[src/rtl/uart_tx_fifo_pkg.sv]
// Shared UART definitions: frame state encodings and default bit timing, so the
// readout stage, this transmitter and the bench all agree on one bit time.
package uart_tx_fifo_pkg;

   typedef enum logic [1:0] {
      IDLE  = 2'd0,
      START = 2'd1,
      DATA  = 2'd2,
      STOP  = 2'd3
   } uart_state_e;

   // 50 MHz system clock divided down to 115200 baud
   localparam int UART_CLKS_PER_BIT = 434;
   localparam int UART_FIFO_DEPTH   = 4;
   localparam int UART_PTR_W        = 2;

endpackage

[src/rtl/uart_tx_fifo_if.sv]
// Byte push port and line/status outputs of the UART transmitter.
// The readout stage (or a bench) is the master; the transmitter is the slave.
interface uart_tx_fifo_if;
   import uart_tx_fifo_pkg::*;

   logic       wr_en;
   logic [7:0] wr_data;
   logic       full;
   logic       empty;
   logic       busy;
   logic       overflow;
   logic       tx;

   modport master (
      output wr_en, wr_data,
      input  full, empty, busy, overflow, tx
   );

   modport slave (
      input  wr_en, wr_data,
      output full, empty, busy, overflow, tx
   );

endinterface

[src/rtl/uart_tx_fifo_byte_fifo.sv]
// Count-based byte FIFO built from a register array. full/empty are decoded from
// the registered count; overflow is sticky until reset.
module uart_byte_fifo
   import uart_tx_fifo_pkg::*;
#(
   parameter int FIFO_DEPTH = UART_FIFO_DEPTH,
   parameter int PTR_W      = UART_PTR_W
) (
   input  logic       clk,
   input  logic       reset,
   input  logic       wr_en,
   input  logic [7:0] wr_data,
   input  logic       rd_en,
   output logic [7:0] rd_data,
   output logic       full,
   output logic       empty,
   output logic       overflow
);

   localparam logic [PTR_W:0] DEPTH_CNT = (PTR_W + 1)'(FIFO_DEPTH);

   logic [7:0]       mem_q [FIFO_DEPTH];
   logic [7:0]       mem_d [FIFO_DEPTH];
   logic [PTR_W-1:0] wr_ptr_q, wr_ptr_d;
   logic [PTR_W-1:0] rd_ptr_q, rd_ptr_d;
   logic [PTR_W:0]   count_q, count_d;
   logic             overflow_q, overflow_d;
   logic             push;
   logic             pop;

   assign full     = (count_q == DEPTH_CNT);
   assign empty    = (count_q == '0);
   assign overflow = overflow_q;
   assign rd_data  = mem_q[rd_ptr_q];

   // A write while full is dropped even if a pop frees a slot on the same edge
   assign push = wr_en && !full;
   assign pop  = rd_en && !empty;

   always_comb begin
      mem_d      = mem_q;
      wr_ptr_d   = wr_ptr_q;
      rd_ptr_d   = rd_ptr_q;
      count_d    = count_q;
      overflow_d = overflow_q | (wr_en & full);
      if (push) begin
         mem_d[wr_ptr_q] = wr_data;
         wr_ptr_d        = wr_ptr_q + 1'b1;
      end
      if (pop) begin
         rd_ptr_d = rd_ptr_q + 1'b1;
      end
      case ({push, pop})
         2'b10:   count_d = count_q + 1'b1;
         2'b01:   count_d = count_q - 1'b1;
         default: count_d = count_q;
      endcase
   end

   always_ff @(posedge clk) begin
      if (reset) begin
         for (int i = 0; i < FIFO_DEPTH; i++) begin
            mem_q[i] <= '0;
         end
         wr_ptr_q   <= '0;
         rd_ptr_q   <= '0;
         count_q    <= '0;
         overflow_q <= 1'b0;
      end else begin
         mem_q      <= mem_d;
         wr_ptr_q   <= wr_ptr_d;
         rd_ptr_q   <= rd_ptr_d;
         count_q    <= count_d;
         overflow_q <= overflow_d;
      end
   end

endmodule

[src/rtl/uart_tx_fifo.sv]
// 8N1 UART transmitter fed by a small byte FIFO; serial back end of the RAM readout.
// tx is registered and trails the frame state by one cycle.
module uart_tx_fifo
   import uart_tx_fifo_pkg::*;
#(
   parameter int CLKS_PER_BIT = UART_CLKS_PER_BIT,
   parameter int FIFO_DEPTH   = UART_FIFO_DEPTH,
   parameter int PTR_W        = UART_PTR_W
) (
   input logic           clk,
   input logic           reset,
   uart_tx_fifo_if.slave bus
);

   localparam int BAUD_W = (CLKS_PER_BIT > 1) ? $clog2(CLKS_PER_BIT) : 1;
   localparam logic [BAUD_W-1:0] BAUD_LAST = BAUD_W'(CLKS_PER_BIT - 1);

   uart_state_e       state_q, state_d;
   logic [BAUD_W-1:0] baud_q, baud_d;
   logic [7:0]        shift_q, shift_d;
   logic [2:0]        bit_idx_q, bit_idx_d;
   logic              tx_q, tx_d;
   logic              baud_last;
   logic              pop;
   logic              fifo_empty;
   logic              fifo_full;
   logic              fifo_overflow;
   logic [7:0]        fifo_data;

   uart_byte_fifo #(
      .FIFO_DEPTH (FIFO_DEPTH),
      .PTR_W      (PTR_W)
   ) u_fifo (
      .clk      (clk),
      .reset    (reset),
      .wr_en    (bus.wr_en),
      .wr_data  (bus.wr_data),
      .rd_en    (pop),
      .rd_data  (fifo_data),
      .full     (fifo_full),
      .empty    (fifo_empty),
      .overflow (fifo_overflow)
   );

   assign baud_last    = (baud_q == BAUD_LAST);
   assign bus.full     = fifo_full;
   assign bus.empty    = fifo_empty;
   assign bus.overflow = fifo_overflow;
   assign bus.busy     = (state_q != IDLE);
   assign bus.tx       = tx_q;

   always_ff @(posedge clk) begin
      if (reset) begin
         state_q   <= IDLE;
         baud_q    <= '0;
         shift_q   <= '0;
         bit_idx_q <= '0;
         tx_q      <= 1'b1;
      end else begin
         state_q   <= state_d;
         baud_q    <= baud_d;
         shift_q   <= shift_d;
         bit_idx_q <= bit_idx_d;
         tx_q      <= tx_d;
      end
   end

   always_comb begin
      state_d = state_q;
      case (state_q)
         IDLE:    if (!fifo_empty) state_d = START;
         START:   if (baud_last) state_d = DATA;
         DATA:    if (baud_last && (bit_idx_q == 3'd7)) state_d = STOP;
         STOP:    if (baud_last) state_d = IDLE;
         default: state_d = IDLE;
      endcase
   end

   // Baud counter restarts on every state entry; shift reg loads on the IDLE pop
   always_comb begin
      pop       = (state_q == IDLE) && !fifo_empty;
      shift_d   = shift_q;
      bit_idx_d = bit_idx_q;
      baud_d    = baud_q;
      tx_d      = 1'b1;

      if ((state_d != state_q) || (state_q == IDLE) || baud_last) begin
         baud_d = '0;
      end else begin
         baud_d = baud_q + 1'b1;
      end

      if (pop) begin
         shift_d   = fifo_data;
         bit_idx_d = 3'd0;
      end else if ((state_q == DATA) && baud_last) begin
         shift_d   = {1'b0, shift_q[7:1]};
         bit_idx_d = bit_idx_q + 3'd1;
      end

      case (state_q)
         START:   tx_d = 1'b0;
         DATA:    tx_d = shift_q[0];
         default: tx_d = 1'b1;
      endcase
   end

endmodule
[src/flat_wrapper.sv]
// flat-port wrapper written by rule: the top's interface ports become plain ports
module uart_tx_fifo_flat import uart_tx_fifo_pkg::*;
#(
   parameter int CLKS_PER_BIT = UART_CLKS_PER_BIT,
   parameter int FIFO_DEPTH   = UART_FIFO_DEPTH,
   parameter int PTR_W        = UART_PTR_W
)
  (clk, reset, bus_wr_en, bus_wr_data, bus_full, bus_empty, bus_busy, bus_overflow, bus_tx);
  uart_tx_fifo_if bus_i ();
  input logic clk;
  input logic reset;
  input wire logic [$bits(bus_i.wr_en)-1:0] bus_wr_en;
  input wire logic [$bits(bus_i.wr_data)-1:0] bus_wr_data;
  output wire logic [$bits(bus_i.full)-1:0] bus_full;
  output wire logic [$bits(bus_i.empty)-1:0] bus_empty;
  output wire logic [$bits(bus_i.busy)-1:0] bus_busy;
  output wire logic [$bits(bus_i.overflow)-1:0] bus_overflow;
  output wire logic [$bits(bus_i.tx)-1:0] bus_tx;
  assign bus_i.wr_en = bus_wr_en;
  assign bus_i.wr_data = bus_wr_data;
  assign bus_full = bus_i.full;
  assign bus_empty = bus_i.empty;
  assign bus_busy = bus_i.busy;
  assign bus_overflow = bus_i.overflow;
  assign bus_tx = bus_i.tx;
  uart_tx_fifo #(.CLKS_PER_BIT(CLKS_PER_BIT), .FIFO_DEPTH(FIFO_DEPTH), .PTR_W(PTR_W)) u_core (.clk(clk), .reset(reset), .bus(bus_i));
endmodule
[config.mk]
export PLATFORM = sky130hd
export DESIGN_NAME = uart_tx_fifo_flat
export DESIGN_NICKNAME = d
export VERILOG_FILES = /design/src/rtl/uart_tx_fifo_pkg.sv /design/src/rtl/uart_tx_fifo_if.sv /design/src/rtl/uart_tx_fifo_byte_fifo.sv /design/src/rtl/uart_tx_fifo.sv /design/src/flat_wrapper.sv
export SDC_FILE = /design/constraint.sdc
export NUM_CORES = 1
export LEC_CHECK = 0
export CAP_MARGIN = 20
export CORE_AREA = 2 2 77 79
export CTS_BUF_LIST = sky130_fd_sc_hd__clkbuf_4 sky130_fd_sc_hd__clkbuf_8 sky130_fd_sc_hd__clkbuf_16
export DETAILED_ROUTE_END_ITERATION = 10
export DIE_AREA = 0 0 79 81
export GPL_ROUTABILITY_DRIVEN = 0
export PLACE_DENSITY_LB_ADDON = 0.3
export SLEW_MARGIN = 20
export SYNTH_ARGS = -nofsm -noshare
export SYNTH_HDL_FRONTEND = slang
export SYNTH_SLANG_ARGS = --single-unit
[constraint.sdc]
create_clock -name clk -period 3.2 [get_ports clk]
set_clock_uncertainty 0.1 [all_clocks]
set_input_delay 0.64 -clock clk [delete_from_list [all_inputs] [get_ports clk]]
set_output_delay 0.64 -clock clk [all_outputs]
set_load 0.01 [all_outputs]
==> flow_summary_export.csv, run 1 <==
group,metric,value,unit
synthesis,synthTopCellsByCount,"nor2_1, dfxtp_1, mux2i_1",
die,initial_core_util,52.8,%
final_layout,instances_no_fill,380,
placed_design,io_buffers,15,
clock_tree,cts_hold_buf,0,
die,core,5680,µm²
synthesis,synth_area,3000,µm²
final_layout,fill_cells,501,
sta,max_slew.worst_pin.slew,0.655,ns
setup_path,critPathMaxFanout,7,
synthesis,yosys.area.top_type,"dfxtp_1",
synthesis,synth_edf_count,0,
sta,fin_setup_tns,0,ns
clock_tree,cts_inserted_buffers,9,
drt,routed-via-count,1990,
drt,ant_nets,0,
grt,grt_pass1_vias,1940,
setup_path,cp.arrival,1.98,ns
sta,fmax,0.367,GHz
power,powerDensity,810,nW/µm²
drt,wire_per_inst,13.3,µm
synthesis,synth_top_cell_area_share,42.1,%
clock_tree,cts-resized-gates,0,
setup_path,cpPeakStageDelay,0.57,ns
synthesis,synth_cell_types,40,
die,die_w,79,µm
final_layout,drive_above_1_share,14.4,%
clock_tree,h-tree-depth,3,
synthesis,ys_seq_area_share,42.1,%
final_layout,area.growth.synth_to_final,12.6,%
sta,post-route-min-period,2.72,ns
flow_run,max_cap_viol_count,0,
synthesis,synth_area_leaders,"dfxtp_1, mux2i_1, nor2_1, mux4_2, ha_1",
synthesis,synth_fp_nets,312,
setup_path,worstPathCellList,"or3b_1, inv_1, clkdlybuf4s50_1",
placed_design,place_area,3160,µm²
synthesis,synth_cells,286,
setup_path,crit_required,2.46,ns
synthesis,yosys_warnings,0,
sta,setup_viol,0,
setup_path,path_class,"flop to output pin",
power,peakVddDrop,355,µV
grt,grt_overflow,0,
sta,maxSlewViolCount,0,
clock_tree,cts_root_buf,"clkbuf_8",
synthesis,syn_avg_cell_area,10.5,µm²
clock_tree,cts_tree,"built",
synthesis,synth_most_common_cell,"nor2_1",
die,ios,16,
placed_design,placedCellCount,365,
power,leakagePower,0.00148,µW
synthesis,synthFlopType,"dfxtp_1",
final_layout,num_antenna_cells,0,
clock_tree,clkSinkCount,63,
grt,grt_usage,17.4,%
status,outcome,"finished, final reports clean",
clock_tree,clk_latency,0.34,ns
die,rows,28,
setup_path,crit_path_top_delay_cell,"or3b_1",
clock_tree,clk_pin_slew,0.07,ns
sta,final_hold_viol_count,0,
hold_path,hold_class,"flop to flop",
placed_design,hpwl,3310,µm
setup_path,end_kind,"output pin",
setup_path,startpoint_type,"flop",
sta,min_period_over_period,85.1,%
final_layout,stdcell_area,3380,µm²
drt,dr.pass1.iters,4,
final_layout,nets,327,
clock_tree,cts_buffer_depth,2,
grt,grt_max_degree,55,
grt,grt_antenna_before_repair,0,
drt,wl,5050,µm
die,die-area,6400,µm²
die,die_h,81,µm
drt,via_per_inst,5.24,
sta,slew_headroom,56.3,%
clock_tree,postCtsSetupRepairBufs,0,
drt,drc,0,
sta,rsz0062_at_grt,"false",
drt,drt_iter0_markers,59,
grt,grt_pass1_wl,8630,µm
synthesis,ys_ff_latch,63,
synthesis,async_flop_share,0,%
[path summary, 6_finish.rpt]
| check | startpoint | endpoint | slack, ns | depth (start not counted) |
|---|---|---|---|---|
| min | u_core.baud_q[0] | u_core.baud_q[0] | 0.37 | 1 |
| min reg2reg | u_core.baud_q[0] | u_core.baud_q[0] | 0.37 | 1 |
| max | u_core.u_fifo.count_q[2] | bus_full | 0.48 | 3 |
| max reg2reg | u_core.u_fifo.count_q[2] | u_core.u_fifo.count_q[2] | 0.52 | 8 |
[cells in the final DEF (no fill, tap or decap), drive strengths merged, types with 6 or more instances in the layout]
cell type       n
nand3           9
a2111oi         8
nor3           10
dfxtp          63
xor2            6
nor2           65
clkdlybuf4s50  14
clkbuf         11
mux4            8
xnor2           7
mux2i          35
ha             14
nand2           7
inv            12
[registers in the layout, indices dropped and copies added (netlist names)]
name and flops:
u_core.u_fifo.mem_q 32, u_core.baud_q 9, u_core.shift_q 8, u_core.bit_idx_q 3, u_core.u_fifo.count_q 3, u_core.state_q 2
u_core.u_fifo.rd_ptr_q 2, u_core.u_fifo.wr_ptr_q 2, u_core.bus.tx 1, u_core.u_fifo.overflow 1
[through the flow]
step | util, % | setup slack [ns] | hold WS (ns) | power [µW]
final | 59.5 | 0.476 | 0.368 | 2740
after detailed placement | 55.7 | 0.529 | 0.356 | 2000
after floorplan | - | 0.739 | 0.330 | 1870
after global placement | 55.7 | 0.581 | 0.347 | 1980
after global routing | 59.5 | 0.413 | 0.411 | 2910
after CTS | 59.5 | 0.463 | 0.371 | 2760
[power by group]
| part | switching (µW) | internal (µW) |
|---|---|---|
| combinational | 517 | 434 |
| clock | 290 | 461 |
| sequential | 121 | 912 |
| total | 929 | 1810 |
[layout make-up]
class                      instances  area, µm²  share of cell area [%]
multi-input combinational        198       1590                    47.2
sequential                        63       1260                    37.4
timing repair buffer              17        160                    4.74
clock buffer                      11        145                    4.30
tap                               75       93.8                    2.78
clock inverter                     4       70.1                    2.08
inverter                          12       52.6                    1.56
[kinds of logic (layout without fill, tap and decap cells)]
kind of cell,after synthesis,in the layout,synth area share (%)
compound gates,20,20,6.22
xor+xnor,13,13,3.80
fa+ha+maj,15,15,6.51
buf+inv,25,44,4.84
flops,63,63,42.1
mux,43,43,17.7
simple gates,107,107,18.9
[worst max-delay path, delay by kind of cell (launching register included)]
kind	cells	cell delay, ns
DFF	1	0.38
buffers and inverters	2	0.69
and+or+nand+nor	1	0.57
[layer usage]
metal	track usage [%]	wire length, µm
met2	28.2	2340
met5	0	0
met3	3.67	142
met1	22.0	2480
met4	8.79	80
Note: power is estimated with default switching activity, not from simulation.
==> run 2, diff against run 1 <==
- CELL_PAD_IN_SITES_DETAIL_PLACEMENT: default -> 0
- CELL_PAD_IN_SITES_GLOBAL_PLACEMENT: default -> 2
- CORE_AREA: 2 2 77 79 -> 2 2 91 93
- DIE_AREA: 0 0 79 81 -> 0 0 93 95
==> run 2 against run 1 <==
Die area up 38%. Design area increased by 2.1%. Largest power group unchanged. Clock-buffer cell count decreased by 1. Core utilization shrank 16 points.
==> flow_summary_export.csv, run 2 (synthesized netlist as in run 1, its figures left out) <==
group,metric,value,unit
status,outcome,"finished, final reports clean",
die,die-area,8840,µm²
power,total_power,2810,µW
final_layout,largest-register,"u_core.u_fifo.mem_q",
final_layout,reg_top3,"u_core.u_fifo.mem_q (32), u_core.baud_q (9), u_core.shift_q (8)",
sta,setup_viol,0,
placed_design,dpl_worst_slack,0.534,ns
flow_run,max_cap_viol_count,0,
drt,routed-via-count,1989,
placed_design,io_buffers,15,
power,powerDensity,817,nW/µm²
final_layout,fill_cells,794,
sta,slew_headroom,55.6,%
grt,grt_usage,13.8,%
die,rows,33,
drt,via_per_inst,4.83,
drt,drt_iter0_markers,106,
final_layout,regArea,1260,µm²
setup_path,r2r-start,"u_core.state_q[1]",
final_layout,instances_no_fill,412,
clock_tree,postCtsSetupRepairBufs,0,
final_layout,drive_above_1_share,15.0,%
die,initial_core_util,37.8,%
die,ios,16,
drt,drc,0,
clock_tree,clk_latency,0.34,ns
grt,met1_usage,18.1,%
placed_design,placedCellCount,396,
sta,fmax,0.377,GHz
setup_path,startpoint,"u_core.u_fifo.count_q[0]",
final_layout,multi_input_area,1590,µm²
sta,min_period_over_period,83.0,%
setup_path,startpoint_type,"flop",
grt,grt_pass1_vias,1913,
grt,grt_pass1_wl,9380,µm
final_layout,area.growth.synth_to_final,14.9,%
drt,wire_per_inst,13.2,µm
sta,fin_setup_tns,0,ns
die,die_h,95,µm
sta,post-route-min-period,2.65,ns
placed_design,place_area,3210,µm²
drt,wl,5440,µm
final_layout,most-common-layout-cells,"nor2_1, dfxtp_1, mux2i_1",
setup_path,timing.rr.end,"u_core.u_fifo.count_q[2]",
grt,busiest_layer,"met2",
die,die_w,93,µm
sta,setup_slack,0.546,ns
grt,grt_max_degree,55,
drt,dr.pass1.iters,4,
setup_path,cp.arrival,1.91,ns
clock_tree,h-tree-depth,3,
clock_tree,cts-resized-gates,0,
grt,grt_antenna_before_repair,0,
setup_path,crit_required,2.46,ns
final_layout,num_antenna_cells,0,
sta,final_hold_viol_count,0,
grt,grtUsageMet2,20.9,%
sta,rsz0062_at_grt,"false",
setup_path,reg2reg_depth,10,
grt,use_met3,3.75,%
final_layout,final_common_cell,"nor2_1",
clock_tree,clkSinkCount,63,
hold_path,hold_class,"flop to flop",
power,leakagePower,0.00150,µW
final_layout,nets,328,
sta,maxSlewViolCount,0,
clock_tree,cts_buffer_depth,2,
die,core,7930,µm²
drt,ant_nets,0,
final_layout,largest_reg_flops,32,
placed_design,hpwl,3610,µm
clock_tree,cts_root_buf,"clkbuf_8",
final_layout,stdcell_area,3450,µm²
setup_path,critPathMaxFanout,6,
grt,grt_overflow,0,
setup_path,end_kind,"output pin",
setup_path,rrSetupSlack,0.67,ns
sta,max_slew.worst_pin.slew,0.665,ns
clock_tree,clk_pin_slew,0.07,ns
setup_path,crit_path_end,"bus_full",
clock_tree,cts_tree,"built",
power,peakVddDrop,301,µV
clock_tree,cts_inserted_buffers,9,
clock_tree,cts_hold_buf,0,
setup_path,path_class,"flop to output pin",
run 2: critical path, cell delays in order (launching register included):
cell and delay [ns]:
dfxtp_1 0.35, or3b_1 0.42, buf_4 0.20, inv_1 0.08, clkdlybuf4s50_1 0.53
run 2: how the worst min path moves through the flow:
| stage | cells after the start | startpoint | slack (ns) | to |
|---|---|---|---|---|
| 4_1_cts | 1 | u_core.baud_q[0] | 0.38 | u_core.baud_q[0] |
| 5_1_grt | 2 | u_core.u_fifo.overflow | 0.41 | u_core.u_fifo.overflow |
| 3_3_place_gp | 1 | u_core.baud_q[0] | 0.35 | u_core.baud_q[0] |
| 3_5_place_dp | 1 | u_core.baud_q[0] | 0.36 | u_core.baud_q[0] |
| 6_report | 1 | u_core.baud_q[0] | 0.37 | u_core.baud_q[0] |
| 2_1_floorplan | 1 | u_core.baud_q[0] | 0.33 | u_core.baud_q[0] |
run 2: power by group:
group | internal, µW | total [µW] | switching, µW
combinational | 437 | 947 | 510
sequential | 911 | 1040 | 124
clock | 525 | 832 | 307
run 2: routing by layer:
metal | wire length, µm | vias to the layer above
li1 | - | 1028
met2 | 2400 | 26
met1 | 2740 | 924
met4 | 121 | 0
met5 | 0 | -
met3 | 175 | 11
run 2: per-stage QoR:
stage	util, %	hold WS, ns
after floorplan	-	0.330
after global placement	40.4	0.350
after detailed placement	40.4	0.360
after CTS	43.5	0.378
after global routing	43.5	0.414
final	43.5	0.371
run 2: cell type report:
class,instances,share of cell area (%)
Inverter,12,1.53
Clock inverter,6,3.16
Clock buffer,10,3.81
Multi-Input combinational cell,198,46.2
Tap cell,105,3.81
Timing Repair Buffer,18,4.87
Sequential cell,63,36.6
